--- src/rtl/operand_loader.sv ---
// Collects a four-word operand frame over a valid/ready stream, presents it to the
// multicycle add/sub control unit with a one-cycle start, then waits for done or a watchdog.
module operand_loader #(
    parameter int WIDTH   = 8,
    parameter int NUM_OPS = 4,
    parameter int TIMEOUT = 64
) (
    input  logic             clock,
    input  logic             reset,
    input  logic [WIDTH-1:0] in_data,
    input  logic             in_mode,
    input  logic             in_valid,
    output logic             in_ready,
    output logic [WIDTH-1:0] op_a,
    output logic [WIDTH-1:0] op_b,
    output logic [WIDTH-1:0] op_c,
    output logic [WIDTH-1:0] op_d,
    output logic             mode,
    output logic             start,
    input  logic             done,
    output logic             busy,
    output logic             timeout
);

    typedef enum logic [1:0] {
        S_LOAD  = 2'd0,
        S_ISSUE = 2'd1,
        S_WAIT  = 2'd2
    } state_t;

    localparam logic [1:0] LAST_WORD = 2'(NUM_OPS - 1);
    localparam logic [7:0] WD_LAST   = 8'(TIMEOUT - 1);

    state_t           r_state;
    logic [1:0]       r_cnt;
    logic [7:0]       r_wd;
    logic [WIDTH-1:0] r_op_a;
    logic [WIDTH-1:0] r_op_b;
    logic [WIDTH-1:0] r_op_c;
    logic [WIDTH-1:0] r_op_d;
    logic             r_mode;
    logic             r_start;
    logic             r_busy;
    logic             r_timeout;
    logic             w_xfer;

    // Ready is gated by reset so no word can slip in on a reset edge.
    assign in_ready = (r_state == S_LOAD) & ~reset;
    assign w_xfer   = in_valid & in_ready;

    always_ff @(posedge clock) begin
        if (reset) begin
            r_state   <= S_LOAD;
            r_cnt     <= 2'd0;
            r_wd      <= 8'd0;
            r_op_a    <= '0;
            r_op_b    <= '0;
            r_op_c    <= '0;
            r_op_d    <= '0;
            r_mode    <= 1'b0;
            r_start   <= 1'b0;
            r_busy    <= 1'b0;
            r_timeout <= 1'b0;
        end else begin
            r_start   <= 1'b0;
            r_timeout <= 1'b0;
            case (r_state)
                S_LOAD: begin
                    if (w_xfer) begin
                        case (r_cnt)
                            2'd0: begin
                                r_op_a <= in_data;
                                r_mode <= in_mode;
                            end
                            2'd1:    r_op_b <= in_data;
                            2'd2:    r_op_c <= in_data;
                            default: r_op_d <= in_data;
                        endcase
                        if (r_cnt == LAST_WORD) begin
                            r_cnt   <= 2'd0;
                            r_state <= S_ISSUE;
                            r_start <= 1'b1;
                            r_busy  <= 1'b1;
                        end else begin
                            r_cnt <= r_cnt + 2'd1;
                        end
                    end
                end
                S_ISSUE: begin
                    r_wd    <= 8'd0;
                    r_state <= S_WAIT;
                end
                S_WAIT: begin
                    // done has priority over a watchdog expiry on the same edge.
                    if (done) begin
                        r_state <= S_LOAD;
                        r_busy  <= 1'b0;
                    end else if (r_wd == WD_LAST) begin
                        r_state   <= S_LOAD;
                        r_busy    <= 1'b0;
                        r_timeout <= 1'b1;
                        r_wd      <= 8'd0;
                    end else begin
                        r_wd <= r_wd + 8'd1;
                    end
                end
                default: begin
                    r_state <= S_LOAD;
                    r_busy  <= 1'b0;
                end
            endcase
        end
    end

    assign op_a    = r_op_a;
    assign op_b    = r_op_b;
    assign op_c    = r_op_c;
    assign op_d    = r_op_d;
    assign mode    = r_mode;
    assign start   = r_start;
    assign busy    = r_busy;
    assign timeout = r_timeout;

endmodule

--- config.mk ---
export PLATFORM = sky130hd
export DESIGN_NAME = operand_loader
export DESIGN_NICKNAME = d
export VERILOG_FILES = /design/src/rtl/operand_loader.sv
export SDC_FILE = /design/constraint.sdc
export NUM_CORES = 1
export LEC_CHECK = 0
export CORE_MARGIN = 3
export CORE_UTILIZATION = 48
export DETAILED_ROUTE_END_ITERATION = 16
export PLACE_DENSITY = 0.77
export SLEW_MARGIN = 0
export SYNTH_ARGS = -nofsm -noshare
export SYNTH_HDL_FRONTEND = slang
export SYNTH_SLANG_ARGS = --single-unit
--- constraint.sdc ---
create_clock -name clock -period 1.8 [get_ports clock]
set_input_delay 0.27 -clock clock [delete_from_list [all_inputs] [get_ports clock]]
set_output_delay 0.27 -clock clock [all_outputs]
set_load 0.02 [all_outputs]
Yosys cells after proc, flatten, opt, wreduce, memory -nomap -nowiden:

Cells that the tools add are included.

* bits in registers: 48
* bits in latches: 0
* bits in writable memories: 0
* memory bits (read-only): 0
* input bits: 13
* output and inout bits: 37
* logic and storage cells: 61
* memories kept: 0

* add/sub/neg operators: 2
* multiply operators: 0
* div/mod/pow operators: 0
* order comparisons: 0
* eq/ne operators: 10
* shift operators: 0
* mux-type cells: 16
* bitwise gates (word level): 8
* reduce and logical (&&, ||, !) cells: 14

Operators by type and width (number)
* 8-bit 2-to-1 mux: 2
* 8-bit case mux with 2 select lines: 1
* 3-bit AND reduction: 5
* 2-bit 2-to-1 mux: 5
* 3-bit OR reduction: 3
* 8-bit by 1-bit adder with 8-bit output, second input constant: 1
* 8-bit by 6-bit equality test with 1-bit output, second input constant: 1
* 2-bit equality test, second input constant: 3
* 1-bit 2-to-1 mux: 6
* 1-bit NOT: 6
* 2-bit case mux with 3 select lines: 1
* 2-bit by 1-bit equality test with 1-bit output, second input constant: 2
* 2-bit logical NOT: 2
* 2-bit inequality test, second input constant: 2
* 2-bit AND reduction: 2
* 4-bit AND reduction: 1
* 3-bit inequality test, second input constant: 1
* 1-bit case mux with 3 select lines: 1
* 2-bit by 1-bit adder with 2-bit output, second input constant: 1
* 1-bit bitwise AND: 2
* 2-bit by 1-bit inequality test with 1-bit output, second input constant: 1
* 2-bit nonzero test: 1

Longest topological paths before layout:

* depth after elaboration: 5
* gate-level depth with buffers: 6
* gate-level depth less buffers: 5

Worst setup path before layout:

No wires, ideal clock.

* path kind: reg-to-reg
* start point: register r_state[1]
* end point: register r_timeout, in the netlist timeout
* arrival time: 1.384 ns
* data required time: 1.727 ns
* slack: 0.343 ns
* cell stages (with the launch flop): 4
* period minus slack after synthesis: 1.457 ns
* cell sequence: dfxtp_1 > or3b_1 > or4_4 > nor3_2

* word-level cells in the longest chain between the ends: 3

RTL lines
* start, declared: RTL line 34 `state_t r_state;`
* start signal, assigned: RTL line 53 `r_state <= S_LOAD;`
* start signal, assigned: RTL line 81 `r_state <= S_ISSUE;`
* start signal, assigned: RTL line 91 `r_state <= S_WAIT;`
* 2-bit equality test: RTL line 67 `case (r_state)`
* 1-bit NOT (no source line)
* 3-bit OR reduction (no source line)
* end signal, assigned: RTL line 63 `r_timeout <= 1'b0;`
* end signal, assigned: RTL line 66 `r_timeout <= 1'b0;`
* end signal, assigned: RTL line 101 `r_timeout <= 1'b1;`
* end, declared: RTL line 44 `logic r_timeout;`

No other way between the ends.
A chain may end at the register's enable or synchronous reset.

Final worst setup path:

* start point: register r_op_b[6], in the netlist op_b[6]
* end point: output op_b[6]

RTL lines
* start, declared: RTL line 38 `logic [WIDTH-1:0] r_op_b;`
* start signal, assigned: RTL line 75 `2'd1: r_op_b <= in_data;`
* end, declared: RTL line 15 `output logic [WIDTH-1:0] op_b,`

No word-level cell between the ends.

==> metrics <==
antenna-violating nets left=0; Critical path buffers and inverters=1; Post-DP HPWL=3.18 mm; Yosys top cell by area=sky130_fd_sc_hd__dfxtp_1; largest net degree at the start of global routing=32; GPL Wtd Cong=0.790; Clock transition at path regs=about 0.08 ns; Max Cap Viol=0; Design Power=between 0.002 and 0.0025 W; number of sinks on the clock net=48; part of the total power dissipated in sequential elements=50.2%; slack of the worst reg-to-reg path=0.29 ns; Req. time, crit path=1.53 ns; boundary pin count=50; n_diodes=0; cell internal pwr=0.00169 W; fraction of power consumed by the clock network=around 38%; net switching power of the design=slightly above 0.0005 W; Post-CTS Setup Bufs=0; number of storage elements in the synthesis netlist=48; GR Util All Layers=19.7%; class of the tightest hold or removal check=reg -> reg; yosys synthesis warning count=0; drt pass-1 iters=4; via density per instance=5.38; post-layout minimum cycle time=between 1.5 and 2 ns; Clock Tree Buf Depth=2; cells traversed along the worst timing path=clkdlybuf4s50_1; CTS Hold Buffers Added=0; final design instance area without fill=around 2600 um2; sequential fraction of the synthesis area=about half; number of I/O port buffers=49; number of core rows=22; cells taking the most area after synthesis=sky130_fd_sc_hd__dfxtp_1 50%, sky130_fd_sc_hd__a21oi_1 9.6%, sky130_fd_sc_hd__nand3_1 9.4%; later-pin clock latency in the skew report=0.30 ns; headroom to the max-slew limit=71.0%; CP delay by family, top=buffers and inverters; drt total wl=4.60 mm; count of pins over their slew limit=0; peak ir drop on the vdd network=about 570 uV; sum of overflow across all layers after global routing=0; fraction of the cycle the final worst path needs=86.2%; signal arrival time at the worst endpoint=1.28 ns; starting DRC count in detailed routing=136; total power divided by cell area=840 nW/um2; delay of the slowest cell on the worst path=0.63 ns; Placed Area=2500 um2; Setup-failing EPs final=0; share of the synthesized area in the top cell type=about half; result of the run=finished clean; category of the worst setup path capture point=output port; Synth Area per Inst=8.38 um2; Die Wd=a little under 70 um; Gate power share=between 10% and 20%; first-pass GRT wire length=7.60 mm; Total Negative Setup Slacks=0 ns; number of antenna violations at the first check in global routing=0; cell area after technology mapping=around 1900 um2; Die H=69.4 um; number of remaining DRC errors=0; H-tree levels=2; fraction of final layout cells sized beyond drive strength 1=between 8 and 9%; vias in the first global route=approximately 1700; growth of design area from synthesis to finish=36.4%; biggest fanout along the worst timing path=2; slew at the pin with the worst max-slew slack=0.434 ns; fmax=644 MHz; WL/cell=13.9 um; Cell variety after synth=32; Leak=about 0.91 nW; master of the slowest instance on the critical path=sky130_fd_sc_hd__clkdlybuf4s50_1; starting utilization of the core area=51.1%; number of nets in the layout=~300; count of fill cells added during filler insertion=319; CTS tree=built; cell count after synthesis=230; # resized after CTS=1; critical path start-end classification=reg -> out; Worst Hold Margin=around 0.46 ns; total count of hold-check failures in the final report=0; RSZ-0062 raised after global routing=no; area of the core region=3770 um2; switching part of the total power=between 20% and 30%; worst setup skew after layout=0.00271 ns; DR vias=1787; Worst setup SP type=register; library cell used as clock root buffer=sky130_fd_sc_hd__clkbuf_8; die area=4810 um2; net count of the mapped netlist=249; cts bufs inserted=5
## registers in the layout, indices dropped and copies added (netlist names)
signal   cells
busy         1
mode         1
op_a         8
op_b         8
op_c         8
op_d         8
r_cnt        2
r_state      2
r_wd         8
start        1
timeout      1
## synthesized netlist by cell type
master / instances
sky130_fd_sc_hd__a21boi_0: 1
sky130_fd_sc_hd__a21oi_1: 37
sky130_fd_sc_hd__a22oi_1: 1
sky130_fd_sc_hd__a31oi_1: 1
sky130_fd_sc_hd__and2_1: 3
sky130_fd_sc_hd__and2b_2: 1
sky130_fd_sc_hd__buf_2: 1
sky130_fd_sc_hd__clkbuf_1: 12
sky130_fd_sc_hd__dfxtp_1: 48
sky130_fd_sc_hd__ha_1: 6
sky130_fd_sc_hd__inv_1: 2
sky130_fd_sc_hd__mux2i_1: 1
sky130_fd_sc_hd__nand2_1: 46
sky130_fd_sc_hd__nand2b_1: 1
sky130_fd_sc_hd__nand3_1: 36
sky130_fd_sc_hd__nand3b_1: 2
sky130_fd_sc_hd__nor2_1: 9
sky130_fd_sc_hd__nor2b_2: 1
sky130_fd_sc_hd__nor3_1: 5
sky130_fd_sc_hd__nor3_2: 1
sky130_fd_sc_hd__nor3b_2: 1
sky130_fd_sc_hd__nor4b_4: 1
sky130_fd_sc_hd__o2111ai_1: 1
sky130_fd_sc_hd__o211ai_1: 1
sky130_fd_sc_hd__o21a_1: 1
sky130_fd_sc_hd__o21ai_0: 3
sky130_fd_sc_hd__o21bai_1: 1
sky130_fd_sc_hd__o31ai_1: 2
sky130_fd_sc_hd__o41a_1: 1
sky130_fd_sc_hd__or3b_1: 1
sky130_fd_sc_hd__or4_4: 1
sky130_fd_sc_hd__xor2_1: 1
## cell type report
class                      instances  area (um2)  area share [%]
inverter                           2        7.51           0.286
tap                               48        60.1            2.29
timing repair buffer              59         564            21.5
clock inverter                     1        30.0            1.14
clock buffer                       7        96.3            3.67
multi-input combinational        167         908            34.6
sequential                        48         961            36.6
## path summary, 6_finish.rpt
check	start	endpoint	cells past startpoint
worst max register to register	r_state[1]$_SDFFE_PP0P_	timeout$_SDFF_PP0_	3
worst min-delay path	op_a[7]$_SDFFE_PP0P_	op_a[7]$_SDFFE_PP0P_	2
worst max-delay path	op_b[6]$_SDFFE_PP0P_	op_b[6]	1
worst min register to register	op_a[7]$_SDFFE_PP0P_	op_a[7]$_SDFFE_PP0P_	2
## cell families after synthesis
logic type / Yosys count / share of synthesized area [%]
multiplexers: 1 / 0.520
flip-flops: 48 / 49.9
AO/OA/AOI/OAI: 50 / 14.5
buffers and inverters: 15 / 2.99
adder cells (fa/ha/maj): 6 / 3.90
XOR/XNOR: 1 / 0.455
AND/OR/NAND/NOR: 109 / 27.8
## stage by stage
step	cells	util [%]	setup slack [ns]
after detailed placement	324	66.4	-0.0255
after global placement	324	66.4	-0.00414
final	332	69.7	0.248
after global routing	332	69.7	0.160
after CTS	332	69.7	0.231
after floorplan	230	-	0.343
## cells in the final DEF, fill, tap and decap left out, drive strengths merged, types with 2 or more instances in the layout
cell            n
a21oi          37
and2            3
buf            10
clkbuf          7
clkdlybuf4s50  48
dfxtp          48
ha              6
inv             2
nand2          46
nand3          36
nand3b          2
nor2            9
nor3            6
o21ai           3
o31ai           2
## layer usage
| layer | wire length, um | GRT usage, % |
|---|---|---|
| met5 | 0 | 0 |
| met4 | 110 | 10.4 |
| met3 | 289 | 4.93 |
| met2 | 2210 | 30.8 |
| met1 | 1990 | 24.8 |
## power by group through the flow
stage | Sequential (W) | Clock [W] | Combinational, W
after floorplan | 0.00116 | 0 | 0.000111
after global placement | 0.00113 | 0 | 0.000262
after detailed placement | 0.00113 | 0 | 0.000263
after CTS | 0.00111 | 0.000851 | 0.000263
after global routing | 0.00111 | 0.000892 | 0.000287
final | 0.00111 | 0.000838 | 0.000262
## worst reg2reg max path: cells and delay by family, from the launching register on
| family | cells | cell delay, ns |
|---|---|---|
| DFF | 1 | 0.44 |
| and+or+nand+nor | 3 | 1.01 |
Power figures use the tool's default switching activity.
